==> src/rtl/lamp_fpu_sqrt_iter.sv <==
// lamp_fpu_sqrt_iter: iterative radix-2 restoring square-root unit for the lampFPU.
// Takes unpacked operand fields, produces a pre-rounding result {0,1,frac,G,R,S}
// for the shared rounding stage, with valid/ready handshake and kill.
// Optional build macro: LAMP_SQRT_EARLY_EXIT_EN -- when defined, special-case
// operands bypass the iteration phase and are delivered one cycle after accept.
module lamp_fpu_sqrt_iter #(
   parameter int E_DW = 8,
   parameter int F_DW = 7,
   parameter int BIAS = 2**(E_DW-1)-1
) (
   input  logic                        clk,
   input  logic                        rst,
   input  logic                        valid_i,
   output logic                        ready_o,
   input  logic                        kill_i,
   input  logic                        s_i,
   input  logic [F_DW:0]               extF_i,
   input  logic [E_DW:0]               extE_i,
   input  logic [$clog2(F_DW+1)-1:0]   nlz_i,
   input  logic                        isZ_i,
   input  logic                        isInf_i,
   input  logic                        isSNAN_i,
   input  logic                        isQNAN_i,
   output logic                        valid_o,
   input  logic                        ready_i,
   output logic                        s_res_o,
   output logic [E_DW-1:0]             e_res_o,
   output logic [F_DW+4:0]             f_res_o,
   output logic                        isToRound_o,
   output logic                        invalid_o,
   output logic                        isOverflow_o,
   output logic                        isUnderflow_o
);

   localparam int ITERS = F_DW + 3;
   localparam int UE_W  = E_DW + 2;
   localparam int RAD_W = 2 * ITERS;
   localparam int REM_W = ITERS + 3;
   localparam int CNT_W = $clog2(ITERS);

   localparam logic [UE_W-1:0]  BIAS_UE   = UE_W'(BIAS);
   localparam logic [F_DW-1:0]  QNAN_FRAC = {1'b1, {(F_DW-1){1'b0}}};
   localparam logic [CNT_W-1:0] LAST_CNT  = CNT_W'(ITERS-1);

   localparam logic [1:0] ST_IDLE = 2'd0;
   localparam logic [1:0] ST_ITER = 2'd1;
   localparam logic [1:0] ST_DONE = 2'd2;

   logic [1:0]       r_state;
   logic [CNT_W-1:0] r_cnt;
   logic [RAD_W-1:0] r_rad;
   logic [REM_W-1:0] r_rem;
   logic [ITERS-1:0] r_root;
   logic             r_special;
   logic             r_s;
   logic [E_DW-1:0]  r_e;
   logic [F_DW-1:0]  r_fracSp;
   logic             r_invalid;
   logic             r_isToRound;

   logic             w_accept;
   logic [F_DW:0]    w_mant;
   logic [UE_W-1:0]  w_ue;
   logic [UE_W-1:0]  w_ueEven;
   logic [UE_W-1:0]  w_eHalf;
   logic [E_DW-1:0]  w_eNorm;
   logic [RAD_W-1:0] w_rad;
   logic             w_special;
   logic             w_sSp;
   logic [E_DW-1:0]  w_eSp;
   logic [F_DW-1:0]  w_fracSp;
   logic             w_invSp;
   logic [REM_W-1:0] w_remSh;
   logic [REM_W:0]   w_trial;
   logic             w_trialNeg;

   assign w_accept = (r_state == ST_IDLE) && valid_i && !kill_i;

   // Operand normalisation: unbiased exponent made even, radicand aligned so the root lies in [1,2)
   always_comb begin
      w_mant   = extF_i << nlz_i;
      w_ue     = {1'b0, extE_i} - UE_W'(nlz_i) - BIAS_UE;
      w_ueEven = {w_ue[UE_W-1:1], 1'b0};
      w_eHalf  = {w_ueEven[UE_W-1], w_ueEven[UE_W-1:1]};
      w_eNorm  = E_DW'(w_eHalf + BIAS_UE);
      if (w_ue[0])
         w_rad = {w_mant, {(RAD_W-F_DW-1){1'b0}}};
      else
         w_rad = {1'b0, w_mant, {(RAD_W-F_DW-2){1'b0}}};
   end

   // Special-operand classification: NaN first, then zero, then negative, then +inf
   always_comb begin
      w_special = 1'b1;
      w_sSp     = 1'b0;
      w_eSp     = '1;
      w_fracSp  = '0;
      w_invSp   = 1'b0;
      if (isSNAN_i || isQNAN_i) begin
         w_fracSp = QNAN_FRAC;
         w_invSp  = isSNAN_i;
      end else if (isZ_i) begin
         w_sSp = s_i;
         w_eSp = '0;
      end else if (s_i) begin
         w_fracSp = QNAN_FRAC;
         w_invSp  = 1'b1;
      end else if (!isInf_i) begin
         w_special = 1'b0;
      end
   end

   // One restoring step: bring down the next radicand pair and try subtracting {root,01}
   always_comb begin
      w_remSh    = {r_rem[REM_W-3:0], r_rad[RAD_W-1:RAD_W-2]};
      w_trial    = {1'b0, w_remSh} - {{(REM_W-ITERS-1){1'b0}}, r_root, 2'b01};
      w_trialNeg = w_trial[REM_W];
   end

   // Control FSM: accept in IDLE, count iterations, hold result in DONE until taken or killed
   always_ff @(posedge clk) begin
      if (rst) begin
         r_state <= ST_IDLE;
         r_cnt   <= '0;
      end else begin
         case (r_state)
            ST_IDLE: begin
               r_cnt <= '0;
               if (w_accept) begin
`ifdef LAMP_SQRT_EARLY_EXIT_EN
                  r_state <= w_special ? ST_DONE : ST_ITER;
`else
                  r_state <= ST_ITER;
`endif
               end
            end
            ST_ITER: begin
               if (kill_i) begin
                  r_state <= ST_IDLE;
               end else begin
                  r_cnt <= r_cnt + 1'b1;
                  if (r_cnt == LAST_CNT)
                     r_state <= ST_DONE;
               end
            end
            ST_DONE: begin
               if (kill_i || ready_i)
                  r_state <= ST_IDLE;
            end
            default: r_state <= ST_IDLE;
         endcase
      end
   end

   // Datapath: capture operand and special result at accept, then resolve one root bit per ITER cycle
   always_ff @(posedge clk) begin
      if (rst) begin
         r_rad       <= '0;
         r_rem       <= '0;
         r_root      <= '0;
         r_special   <= 1'b0;
         r_s         <= 1'b0;
         r_e         <= '0;
         r_fracSp    <= '0;
         r_invalid   <= 1'b0;
         r_isToRound <= 1'b0;
      end else if (w_accept) begin
         r_rad       <= w_rad;
         r_rem       <= '0;
         r_root      <= '0;
         r_special   <= w_special;
         r_s         <= w_special & w_sSp;
         r_e         <= w_special ? w_eSp : w_eNorm;
         r_fracSp    <= w_fracSp;
         r_invalid   <= w_special & w_invSp;
         r_isToRound <= !w_special;
      end else if (r_state == ST_ITER && !kill_i) begin
         r_rad  <= r_rad << 2;
         r_rem  <= w_trialNeg ? w_remSh : w_trial[REM_W-1:0];
         r_root <= {r_root[ITERS-2:0], !w_trialNeg};
      end
   end

   assign ready_o       = (r_state == ST_IDLE) && !rst;
   assign valid_o       = (r_state == ST_DONE) && !rst;
   assign s_res_o       = r_s && !rst;
   assign e_res_o       = rst ? '0 : r_e;
   assign f_res_o       = rst       ? '0 :
                          r_special ? {2'b00, r_fracSp, 3'b000} :
                                      {1'b0, r_root, |r_rem};
   assign isToRound_o   = r_isToRound && !rst;
   assign invalid_o     = r_invalid && !rst;
   assign isOverflow_o  = 1'b0;
   assign isUnderflow_o = 1'b0;

endmodule

==> config.mk <==
export PLATFORM = sky130hd
export DESIGN_NAME = lamp_fpu_sqrt_iter
export DESIGN_NICKNAME = d
export VERILOG_FILES = /design/src/rtl/lamp_fpu_sqrt_iter.sv
export SDC_FILE = /design/constraint.sdc
export NUM_CORES = 1
export LEC_CHECK = 0
export CAP_MARGIN = 10
export CORE_MARGIN = 2
export CORE_UTILIZATION = 65
export CTS_CLUSTER_SIZE = 14
export DETAILED_ROUTE_END_ITERATION = 8
export DONT_BUFFER_PORTS = 1
export PLACE_DENSITY = 0.92
export SYNTH_ARGS = -nofsm -noshare
export SYNTH_HDL_FRONTEND = slang
export SYNTH_SLANG_ARGS = --single-unit
==> constraint.sdc <==
create_clock -name clk -period 5 [get_ports clk]
set_clock_uncertainty 0.1 [all_clocks]
set_input_delay 1 -clock clk [delete_from_list [all_inputs] [get_ports clk]]
set_output_delay 1 -clock clk [all_outputs]
set_load 0.01 [all_outputs]
# --- Word level (Yosys, flattened, before mapping) ---
# Cells that the tools add are included.
totals:
  regBits: 68
  latchBits: 0
  mem_bits_rw: 0
  romBits: 0
  wordCells: 76
  n_memories: 0
op_classes:
  addsub: 5
  multipliers: 0
  div: 0
  n_lt_le_gt_ge: 0
  eq_ne: 7
  n_shift: 1
  muxes: 29
  bitwise_logic: 2
  reduce_logical: 21
op_table:
  columns: ["op", "n"]
  rows:
  - ["two-way mux 20 bit", 3]
  - ["two-way mux 8 bit", 4]
  - ["two-way mux 11 bit", 2]
  - ["two-way mux 7 bit", 3]
  - ["subtractor 13 x 12 -> 14 bit", 1]
  - ["two-way mux 13 bit", 1]
  - ["OR reduction 13 bit", 1]
  - ["two-way mux 1 bit", 9]
  - ["subtractor 9 x 3 -> 9 bit", 1]
  - ["subtractor 9 x 7 -> 9 bit, second input constant", 1]
  - ["adder 8 bit, second input constant", 1]
  - ["logical AND 1 bit", 8]
  - ["two-way mux 2 bit", 4]
  - ["case mux 4 bit (2 select lines)", 1]
  - ["left shift 8 x 3 -> 8 bit", 1]
  - ["inequality test 2 bit, second input constant", 3]
  - ["case mux 2 bit (3 select lines)", 1]
  - ["adder 4 x 1 -> 4 bit, second input constant", 1]
  - ["== test 4 bit, second input constant", 1]
  - ["zero test 1 bit", 4]
  - ["two-way mux 4 bit", 1]
  - ["nonzero test 2 bit", 2]
  - ["inequality test 3 bit, second input constant", 1]
  - ["AND reduction 3 bit", 1]
  - ["7 further kinds", 9]

# --- Logic depth before layout (Yosys ltp) ---
# Gate-level depths: netlist (run 1).
logic_depth:
  word_depth: 5
  depth_mapped: 13
  ltp_nobuf: 13

# --- Worst setup path before layout (run 1) ---
# Ideal clock, no wire load.
synth_timing:
  path_type: "input-to-reg"
  start: "input extE_i[1]"
  end: "register r_e[7]"
  arrival_time_ps: 3570
  required_time_ps: 4772
  setup_slack_ps: 1203
  path_stages: 13
  path_buffers: 0
  path_cell_list: "inv_1 -> ha_1 -> inv_1 -> ha_1 -> inv_1 -> fa_1 -> nand2b_4 -> nor2_2 -> or4b_4 -> a311oi_2 -> xnor3_1 -> a221oi_2 -> nor2_1"
synth_via:
  elab_chain_len: 4
synth_lines:
  columns: ["item", "line", "rtl"]
  rows:
  - ["start: declaration", "18", "input logic [E_DW:0] extE_i,"]
  - ["subtractor 9 x 3 -> 9 bit", "82", "w_ue = {1'b0, extE_i} - UE_W'(nlz_i) - BIAS_UE;"]
  - ["subtractor 9 x 7 -> 9 bit", "82", null]
  - ["adder 8 bit", "85", "w_eNorm = E_DW'(w_eHalf + BIAS_UE);"]
  - ["two-way mux 8 bit", "173", "r_e <= w_special ? w_eSp : w_eNorm;"]
  - ["end signal: assignment", "173", null]
  - ["end: declaration", "56", "logic [E_DW-1:0] r_e;"]
# Every way passes these cells.
# A chain may end at the register's enable or synchronous reset.

# --- Worst setup path in the final report (run 1) ---
# Same ends and word-level chain as after synthesis.

==> run summary, run 1 <==
antenna cells: 0
vias per inst: 6.34
proportion of layout cells with a drive suffix above 1: 5.42%
largest net degree at the start of global routing: 56
Least-Margin Pin Slew: 1.10 ns
crit path launch type: input pin
ys async rst share: 0%
CTS sink cnt: 51
Starting DRT DRC Count: 209
min Tclk post-route: 3.62 ns
H-tree depth: 2
Fill cells: 457
Clock Latency Late Sink: 0.31 ns
root cell of the clock tree: clkbuf_8
WL per Instance: 15.3 µm
cell area after synthesis: 0.00381 mm²
grt total ovfl: 0
outcome: completed
Worst Path Max Fanout: 7
Cells after Synth: 500
GPL Wtd Cong: 0.907
DRC: 0
RSZ-0062 raised after global routing: no
worst hold stages: 2
Slew HR: 26.7%
Initial Util: 68.3%
total core area: 0.00557 mm²
synth warn: 0
die height: 80.5 µm
synthesized flop and latch total: 51
final wirelength: 8440 µm
Final ANT Viol Nets: 0
Ports: 57
maximum VDD drop: 143 µV
via count: 3497
HPWL after DPL: 6230 µm
Port Buf Inserts: 0
number of cells upsized or downsized after cts: 0
utilization after layout: 69.4%
Area growth syn-to-layout: 1.58%
CTS tree: yes
hold-fix buffers at CTS: 0
setup TNS: 0 ns
die width: 80.5 µm
highest clock rate: 0.276 GHz
vias in the first global route: 3194
Clock transition at path regs: 0.09 ns
postcts setup bufs: 0
pwr dens: 243 mW/mm²
final slew viol count: 0
sequential area share after synthesis: 26.8%
syn avg cell area: 7.62 µm²
total CTS buffers: 5
final hold viol count: 0
Critical Path RT: 5.10 ns
GR Util All Layers: 26.8%
CP Class: in -> reg
initial antenna violation count: 0
count of final setup violators: 0
fin crit share: 72.4%
crit path capture type: register
Max Cap Viol: 0
clock tree buffer depth: 2
layout net count: 534
hold crit path type: reg -> reg
first-pass GRT wire length: 14000 µm
drt pass-1 iters: 6
die area: 0.00649 mm²
Pleak: 0.00151 µW
Synth cell types: 61
Critical Path AT: 3.72 ns
ys flop type: dfxtp_1
r2r worst-path depth: 9
EDFF count, synth: 0
Core Rows: 27
[flip-flops by register name, indices dropped and copies added (netlist names)]
register / flops
r_root: 10
r_fracSp: 1
r_special: 1
r_state: 2
r_rad: 9
r_s: 1
r_cnt: 4
r_isToRound: 1
r_invalid: 1
r_rem: 13
r_e: 8
[through the flow]
step	power [µW]	area [µm²]	setup WS, ns	hold WS [ns]	instances
floorplan	676	3820	1.20	0.327	502
global placement	701	3780	1.14	0.328	544
detailed placement	712	3780	1.05	0.334	544
CTS	937	3870	1.38	0.347	552
global route	994	3870	1.21	0.385	552
finish	941	3870	1.38	0.347	552
[report_power, final]
group	switching, µW	internal (µW)	total (µW)	leakage [µW]
registers	12.5	420	433	0.000415
clock network	137	96.2	233	0.0000477
logic	158	117	275	0.00105
[cell type report]
cell class	instances	area, µm²	area share (%)
multi-input combinational	386	2530	65.5
tap	72	90.1	2.33
inverter	33	124	3.20
timing repair buffer	2	15.0	0.388
clock buffer	5	68.8	1.78
sequential	51	1020	26.4
clock inverter	3	15.0	0.388
[cells in the final DEF, fill, tap and decap left out, types with 4 or more instances in the layout]
cell      count
dfxtp_1      51
a311oi_1      8
a31oi_1       7
ha_1         24
o21ai_0      26
o211ai_1      7
nand3b_1      5
nand2b_1      6
xnor2_1       9
a211o_1       4
nor2b_1      13
xor2_1        5
a221oi_1      5
nor2_1       41
nand2_1      50
clkbuf_8      5
nor3_1       19
mux2i_1      13
a21oi_1      44
inv_1        32
a211oi_1      7
or3_1         6
nand3_1      17
a21o_1       10
nand4_1       7
[cells in the mapped netlist, drive strengths merged (2+ instances only)]
cell type	number	area, µm²
xor2	5	43.8
nor3	20	105
nand3b	5	37.5
nor4	2	12.5
a211oi	7	52.6
nand4	7	43.8
or3	6	37.5
nor3b	3	22.5
mux2i	13	130
a21boi	3	22.5
ha	24	300
o211ai	7	52.6
nand3	17	85.1
o22ai	3	18.8
a221oi	6	58.8
mux2	3	33.8
a21oi	44	220
nand2b	7	51.3
o21ai	29	149
a31oi	8	65.1
a311oi	9	85.1
nor4b	2	17.5
nand2	50	188
or3b	2	17.5
mux4	2	45.0
dfxtp	51	1020
o21a	2	15.0
xnor2	9	78.8
a211o	4	35.0
clkbuf	23	86.3
nor2b	13	81.3
inv	33	124
a2111oi	3	26.3
o21bai	2	15.0
or4	3	22.5
buf	9	52.6
a21o	10	75.1
nor2	43	164
[cell families (layout without fill, tap and decap cells)]
group	after synthesis	after routing	synth area share, %
xor+xnor	15	15	3.81
compound gates	141	141	24.3
mux	18	18	5.49
fa+ha+maj	25	25	8.41
buf+inv	65	43	6.90
flops	51	51	26.8
simple gates	184	184	24.2
other cells	1	3	0.0985
[worst paths after layout]
path                            startpoint        to  slack, ns
worst max-delay path             extE_i[1]    r_e[7]       1.38
worst min-delay path                   r_s       r_s       0.35
worst max register to register   r_root[0]  r_rem[0]       2.31
worst min register to register         r_s       r_s       0.35
[per-layer routing]
metal / part of all wire, % / track usage, %
met2: 47 / 46.1
met5: 0 / 0
met3: 6.0 / 6.52
met1: 45 / 32.7
met4: 1.9 / 8.47
[worst max-delay path: stages]
cell,delay [ns]
inv_1,0.02
ha_1,0.27
inv_1,0.06
ha_1,0.20
inv_1,0.07
fa_1,0.46
nand2b_4,0.21
nor2_2,0.11
or4b_4,0.48
a311oi_2,0.29
xnor3_1,0.26
a221oi_2,0.23
nor2_1,0.06
Note: power is estimated with default switching activity, not from simulation.
==> run 2: changes to the inputs <==
CORE_UTILIZATION = 58   (was 65)
PLACE_DENSITY = 0.87   (was 0.92)
clock period = 3.1 ns   (was 5 ns; I/O delays follow)
==> run summary, run 2 (synthesized netlist as in run 1, its figures left out) <==
WL per Instance: 15.2 µm (-0.43%)
commonest non-fill, non-tap cell in the layout: dfxtp_1
HPWL after DPL: 6420 µm (+2.9%)
proportion of layout cells with a drive suffix above 1: 9.35% (+3.9 points)
Core Rows: 29 (+7.4%)
RR Startpoint: r_root[0]
hold path startpoint: rst
die width: 85.0 µm (+5.6%)
Max Cap Viol: 0 (unchanged)
pwr dens: 387 mW/mm² (+59%)
crit path capture type: register
Crit Reg-Reg Endpoint: r_rem[0]
total core area: 0.00635 mm² (+14%)
Clock transition at path regs: 0.09 ns (about the same)
maximum VDD drop: 223 µV (+56%)
CTS tree: yes
vias in the first global route: 3297 (+3.2%)
met3 usage: 4.47% (-2.0 points)
Initial Util: 60.0% (-8.3 points)
overall power: 1560 µW (+66%)
FF/Latch Area: 0.00102 mm² (unchanged)
GPL Wtd Cong: 0.915 (+0.90%)
most frequent cells in the layout: 51 x dfxtp_1, 50 x nand2_1, 44 x a21oi_1, 41 x nor2_1, 28 x inv_1
hold-fix buffers at CTS: 0 (unchanged)
via count: 3602 (+3.0%)
die height: 85.0 µm (+5.6%)
Worst Path Max Fanout: 14 (+7)
Hold Crit Endpoint: r_state[0]
postcts setup bufs: 0 (unchanged)
outcome: completed
min Tclk post-route: 2.99 ns
utilization after layout: 63.3% (-6.1 points)
setup TNS: 0 ns (unchanged)
highest clock rate: 0.335 GHz
Starting DRT DRC Count: 262 (+25%)
Pleak: 0.00157 µW (+3.7%)
most used routing layer in global routing: met2
count of final setup violators: 0 (unchanged)
RSZ-0062 raised after global routing: no
Biggest register: r_rem
die area: 0.00723 mm² (+11%)
multi-input combinational cell area: 0.00257 mm² (+1.6%)
grt total ovfl: 0 (unchanged)
root cell of the clock tree: clkbuf_8
number of cells upsized or downsized after cts: 0 (unchanged)
layout net count: 547 (+2.4%)
CTS sink cnt: 51 (unchanged)
CP Class: in -> reg
Critical Path RT: 3.20 ns (-1.90 ns)
hold crit path type: in -> reg
Setup WS pre-CTS: -0.150 ns (-1.20 ns)
Top Registers: r_rem: 13 flops, r_root: 10 flops, r_rad: 9 flops
Final ANT Viol Nets: 0 (unchanged)
Ports: 57 (unchanged)
final wirelength: 8670 µm (+2.6%)
met2 GRT Util: 41.3% (-4.7 points)
r2r worst-path depth: 9 (unchanged)
final hold viol count: 0 (unchanged)
drt pass-1 iters: 5 (-1)
grt met1 use: 30.0% (-2.8 points)
clock tree buffer depth: 2 (unchanged)
Slew HR: 52.9% (+26 points)
Area growth syn-to-layout: 5.58%
DRC: 0 (unchanged)
Least-Margin Pin Slew: 0.706 ns (-0.390 ns)
Port Buf Inserts: 0 (unchanged)
first-pass GRT wire length: 14500 µm (+3.9%)
Clock Latency Late Sink: 0.30 ns (about the same)
initial antenna violation count: 0 (unchanged)
flop2flop setup slack: 0.37 ns (-1.94 ns)
largest net degree at the start of global routing: 56 (unchanged)
crit path launch type: input pin
Fill cells: 531 (+16%)
total CTS buffers: 5 (unchanged)
worst hold stages: 1 (-1)
fin crit share: 96.4%
Final Worst Setup Slack: 0.113 ns (-1.27 ns)
GR Util All Layers: 23.9% (-2.9 points)
H-tree depth: 2 (unchanged)
vias per inst: 6.33 (about the same)
final slew viol count: 0 (unchanged)
antenna cells: 0 (unchanged)
Critical Path AT: 3.09 ns (-0.63 ns)
Largest register FFs: 13 (unchanged)
[run 2: metal layers]
| layer | up-vias | routed length, µm |
|---|---|---|
| met4 | 0 | 166 |
| met5 | - | 0 |
| li1 | 1782 | - |
| met1 | 1680 | 3850 |
| met3 | 17 | 520 |
| met2 | 123 | 4130 |
[run 2: report_power, final]
| part | switching, µW | internal, µW |
|---|---|---|
| registers | 20.6 | 678 |
| clock network | 210 | 176 |
| logic | 262 | 212 |
| total | 493 | 1070 |
[run 2: how the worst max path moves through the flow]
| stage | startpoint | to | slack, ns | cells past startpoint |
|---|---|---|---|---|
| global route | nlz_i[1] | r_e[7] | 0.09 | 13 |
| finish | nlz_i[1] | r_e[7] | 0.11 | 13 |
| CTS | nlz_i[1] | r_e[7] | 0.16 | 13 |
| floorplan | nlz_i[1] | r_e[7] | -0.08 | 12 |
| detailed placement | nlz_i[1] | r_e[7] | -0.15 | 13 |
| global placement | nlz_i[1] | r_e[7] | -0.04 | 12 |
[run 2: worst max-delay path, cell delays in order]
cell and delay, ns:
ha_4 0.22, inv_2 0.06, ha_4 0.13, inv_2 0.04, fa_2 0.38, nand2b_4 0.17
buf_4 0.15, a211oi_1 0.29, o211ai_1 0.18, a311oi_2 0.29, xnor3_1 0.26, a221oi_2 0.22
nor2_1 0.07
[run 2: metrics by stage]
stage | instances | hold WS, ns | area [µm²]
detailed placement | 562 | 0.354 | 3930
finish | 569 | 0.277 | 4020
floorplan | 502 | 0.327 | 3860
CTS | 569 | 0.273 | 4020
global route | 569 | 0.262 | 4020
global placement | 562 | 0.336 | 3930
[run 2: area by class of cell]
type | count | area share [%]
Sequential cell | 51 | 25.4
Clock inverter | 1 | 0.124
Multi-Input combinational cell | 386 | 64.0
Timing Repair Buffer | 15 | 2.80
Clock buffer | 6 | 2.05
Inverter | 33 | 3.20
Tap cell | 77 | 2.40
==> run 3: changes to the inputs <==
--- a/config.mk
+++ b/config.mk
@@ -10,2 +10,3 @@
 export CORE_UTILIZATION = 58
+export CTS_CLUSTER_DIAMETER = 50
 export CTS_CLUSTER_SIZE = 14
==> constraint.sdc (replaced) <==
create_clock -name clk -period 3.1 [get_ports clk]
set_clock_uncertainty 0.1 [all_clocks]
set_input_delay 0.31 -clock clk [delete_from_list [all_inputs] [get_ports clk]]
set_output_delay 0.31 -clock clk [all_outputs]
set_load 0.01 [all_outputs]
==> run summary, run 3 (synthesized netlist as in run 1, its figures left out) <==
outcome: completed
antenna cells: 0 (unchanged)
die area: 0.00723 mm² (unchanged)
Fill cells: 536 (+0.94%)
Area growth syn-to-layout: 4.50%
Ports: 57 (unchanged)
DRC: 0 (unchanged)
Starting DRT DRC Count: 173 (-34%)
Critical Path RT: 3.25 ns (+0.05 ns)
HPWL after DPL: 6490 µm (+1.1%)
RSZ-0062 raised after global routing: no
setup TNS: 0 ns (unchanged)
via count: 3561 (-1.1%)
die width: 85.0 µm (unchanged)
crit path capture type: register
clock tree buffer depth: 2 (unchanged)
GR Util All Layers: 24.8% (+0.98 points)
total CTS buffers: 5 (unchanged)
proportion of layout cells with a drive suffix above 1: 6.76% (-2.6 points)
Final Non-Filler Cells: 565 (-0.70%)
CTS sink cnt: 51 (unchanged)
Max Cap Viol: 0 (unchanged)
Clock Latency Late Sink: 0.32 ns (+0.02 ns)
Top Registers: r_rem: 13 flops, r_root: 10 flops, r_rad: 9 flops
CP Class: reg -> reg
fin crit share: 89.7% (-6.7 points)
GPL Wtd Cong: 0.904 (-1.3%)
Critical Path Slowest Stage Cell: or4_1
min Tclk post-route: 2.78 ns (-0.207 ns)
utilization after layout: 62.7% (-0.65 points)
WP buf/inv: 1 (-2)
hold crit path type: in -> reg
Initial Util: 60.0% (unchanged)
H-tree depth: 2 (unchanged)
first-pass GRT wire length: 15100 µm (+3.9%)
final slew viol count: 0 (unchanged)
count of final setup violators: 0 (unchanged)
commonest non-fill, non-tap cell in the layout: dfxtp_1
Least-Margin Pin Slew: 0.991 ns (+0.285 ns)
CTS tree: yes
Port Buf Inserts: 0 (unchanged)
die height: 85.0 µm (unchanged)
final hold viol count: 0 (unchanged)
Biggest register: r_rem
largest net degree at the start of global routing: 29 (-48%)
highest clock rate: 0.360 GHz (+7.4%)
Critical Path AT: 2.93 ns (-0.16 ns)
final wirelength: 8790 µm (+1.5%)
most frequent cells in the layout: 51 x dfxtp_1, 50 x nand2_1, 44 x a21oi_1, 41 x nor2_1, 32 x inv_1
Largest register FFs: 13 (unchanged)
maximum VDD drop: 288 µV (+29%)
Clock transition at path regs: 0.10 ns (about the same)
Slew HR: 33.7% (-19 points)
root cell of the clock tree: clkbuf_8
layout net count: 542 (-0.91%)
Core Rows: 29 (unchanged)
Worst Path Max Fanout: 19 (+5)
crit path launch type: register
drt pass-1 iters: 4 (-1)
Final ANT Viol Nets: 0 (unchanged)
Crit path max-delay family: compound AO/OA/AOI/OAI gates
total core area: 0.00635 mm² (unchanged)
number of cells upsized or downsized after cts: 0 (unchanged)
slowest stage delay, CP: 0.55 ns (+0.17 ns)
crit-path cells: inv_1, ha_1, o21ai_1, a22oi_1, nand3_1, o21ai_2, a31oi_4, or4_1, o211ai_1
Pleak: 0.00157 µW (-0.26%)
pwr dens: 418 mW/mm² (+7.9%)
vias in the first global route: 3341 (+1.3%)
DP Cell Count: 555 (-1.2%)
vias per inst: 6.30 (-0.44%)
grt total ovfl: 0 (unchanged)
initial antenna violation count: 0 (unchanged)
WL per Instance: 15.6 µm (+2.2%)
==> run 3: changes by cell type in the layout (fill, tap and decap cells not counted), sizes merged <==
cell and delta:
buf -7, dlygate4sd3 +2, bufinv +1, clkinv -1, inv +1
==> run 3: what timing repair did <==
action	in CTS	in global routing
endpoints found under the hold margin	28	0
hold buffers	2	0
buffers inserted	0	0
==> run 3: power breakdown <==
part           total, µW  internal [µW]  switching, µW
Combinational        460            197            263
Sequential           699            678           20.5
Clock                504            266            238
Total               1660           1140            522
==> run 3: layer usage <==
metal	track usage [%]	part of all wire [%]	up-vias
met4	7.07	1.5	0
met3	4.67	6.2	12
met1	31.4	44	1674
met5	0	0	-
met2	43.2	48	103
li1	-	-	1772
==> run 3: cell type report <==
type / instances / area, µm² / share of cell area (%)
Clock inverter: 2 / 38.8 / 0.975
Multi-Input combinational cell: 386 / 2540 / 63.8
Timing Repair Buffer: 10 / 80.1 / 2.01
Inverter: 33 / 124 / 3.11
Sequential cell: 51 / 1020 / 25.7
Tap cell: 77 / 96.3 / 2.42
Clock buffer: 6 / 82.6 / 2.07
==> run 3: through the flow <==
stage	hold WS, ns	power [µW]	area, µm²	worst slack (ns)
after global routing	0.0663	1740	3980	0.0977
final	0.0494	1660	3980	0.319
after global placement	0.283	1140	3840	0.111
after detailed placement	0.287	1160	3840	0.0307
after floorplan	0.289	1090	3820	0.0677
after CTS	0.0518	1660	3980	0.330
==> run 3: final timing paths <==
| path | startpoint | endpoint | slack, ns | cells past startpoint |
|---|---|---|---|---|
| max | r_root[0] | r_rem[0] | 0.32 | 9 |
| min | isSNAN_i | r_invalid | 0.05 | 2 |
| max reg2reg | r_root[0] | r_rem[0] | 0.32 | 9 |
| min reg2reg | r_s | r_s | 0.36 | 2 |
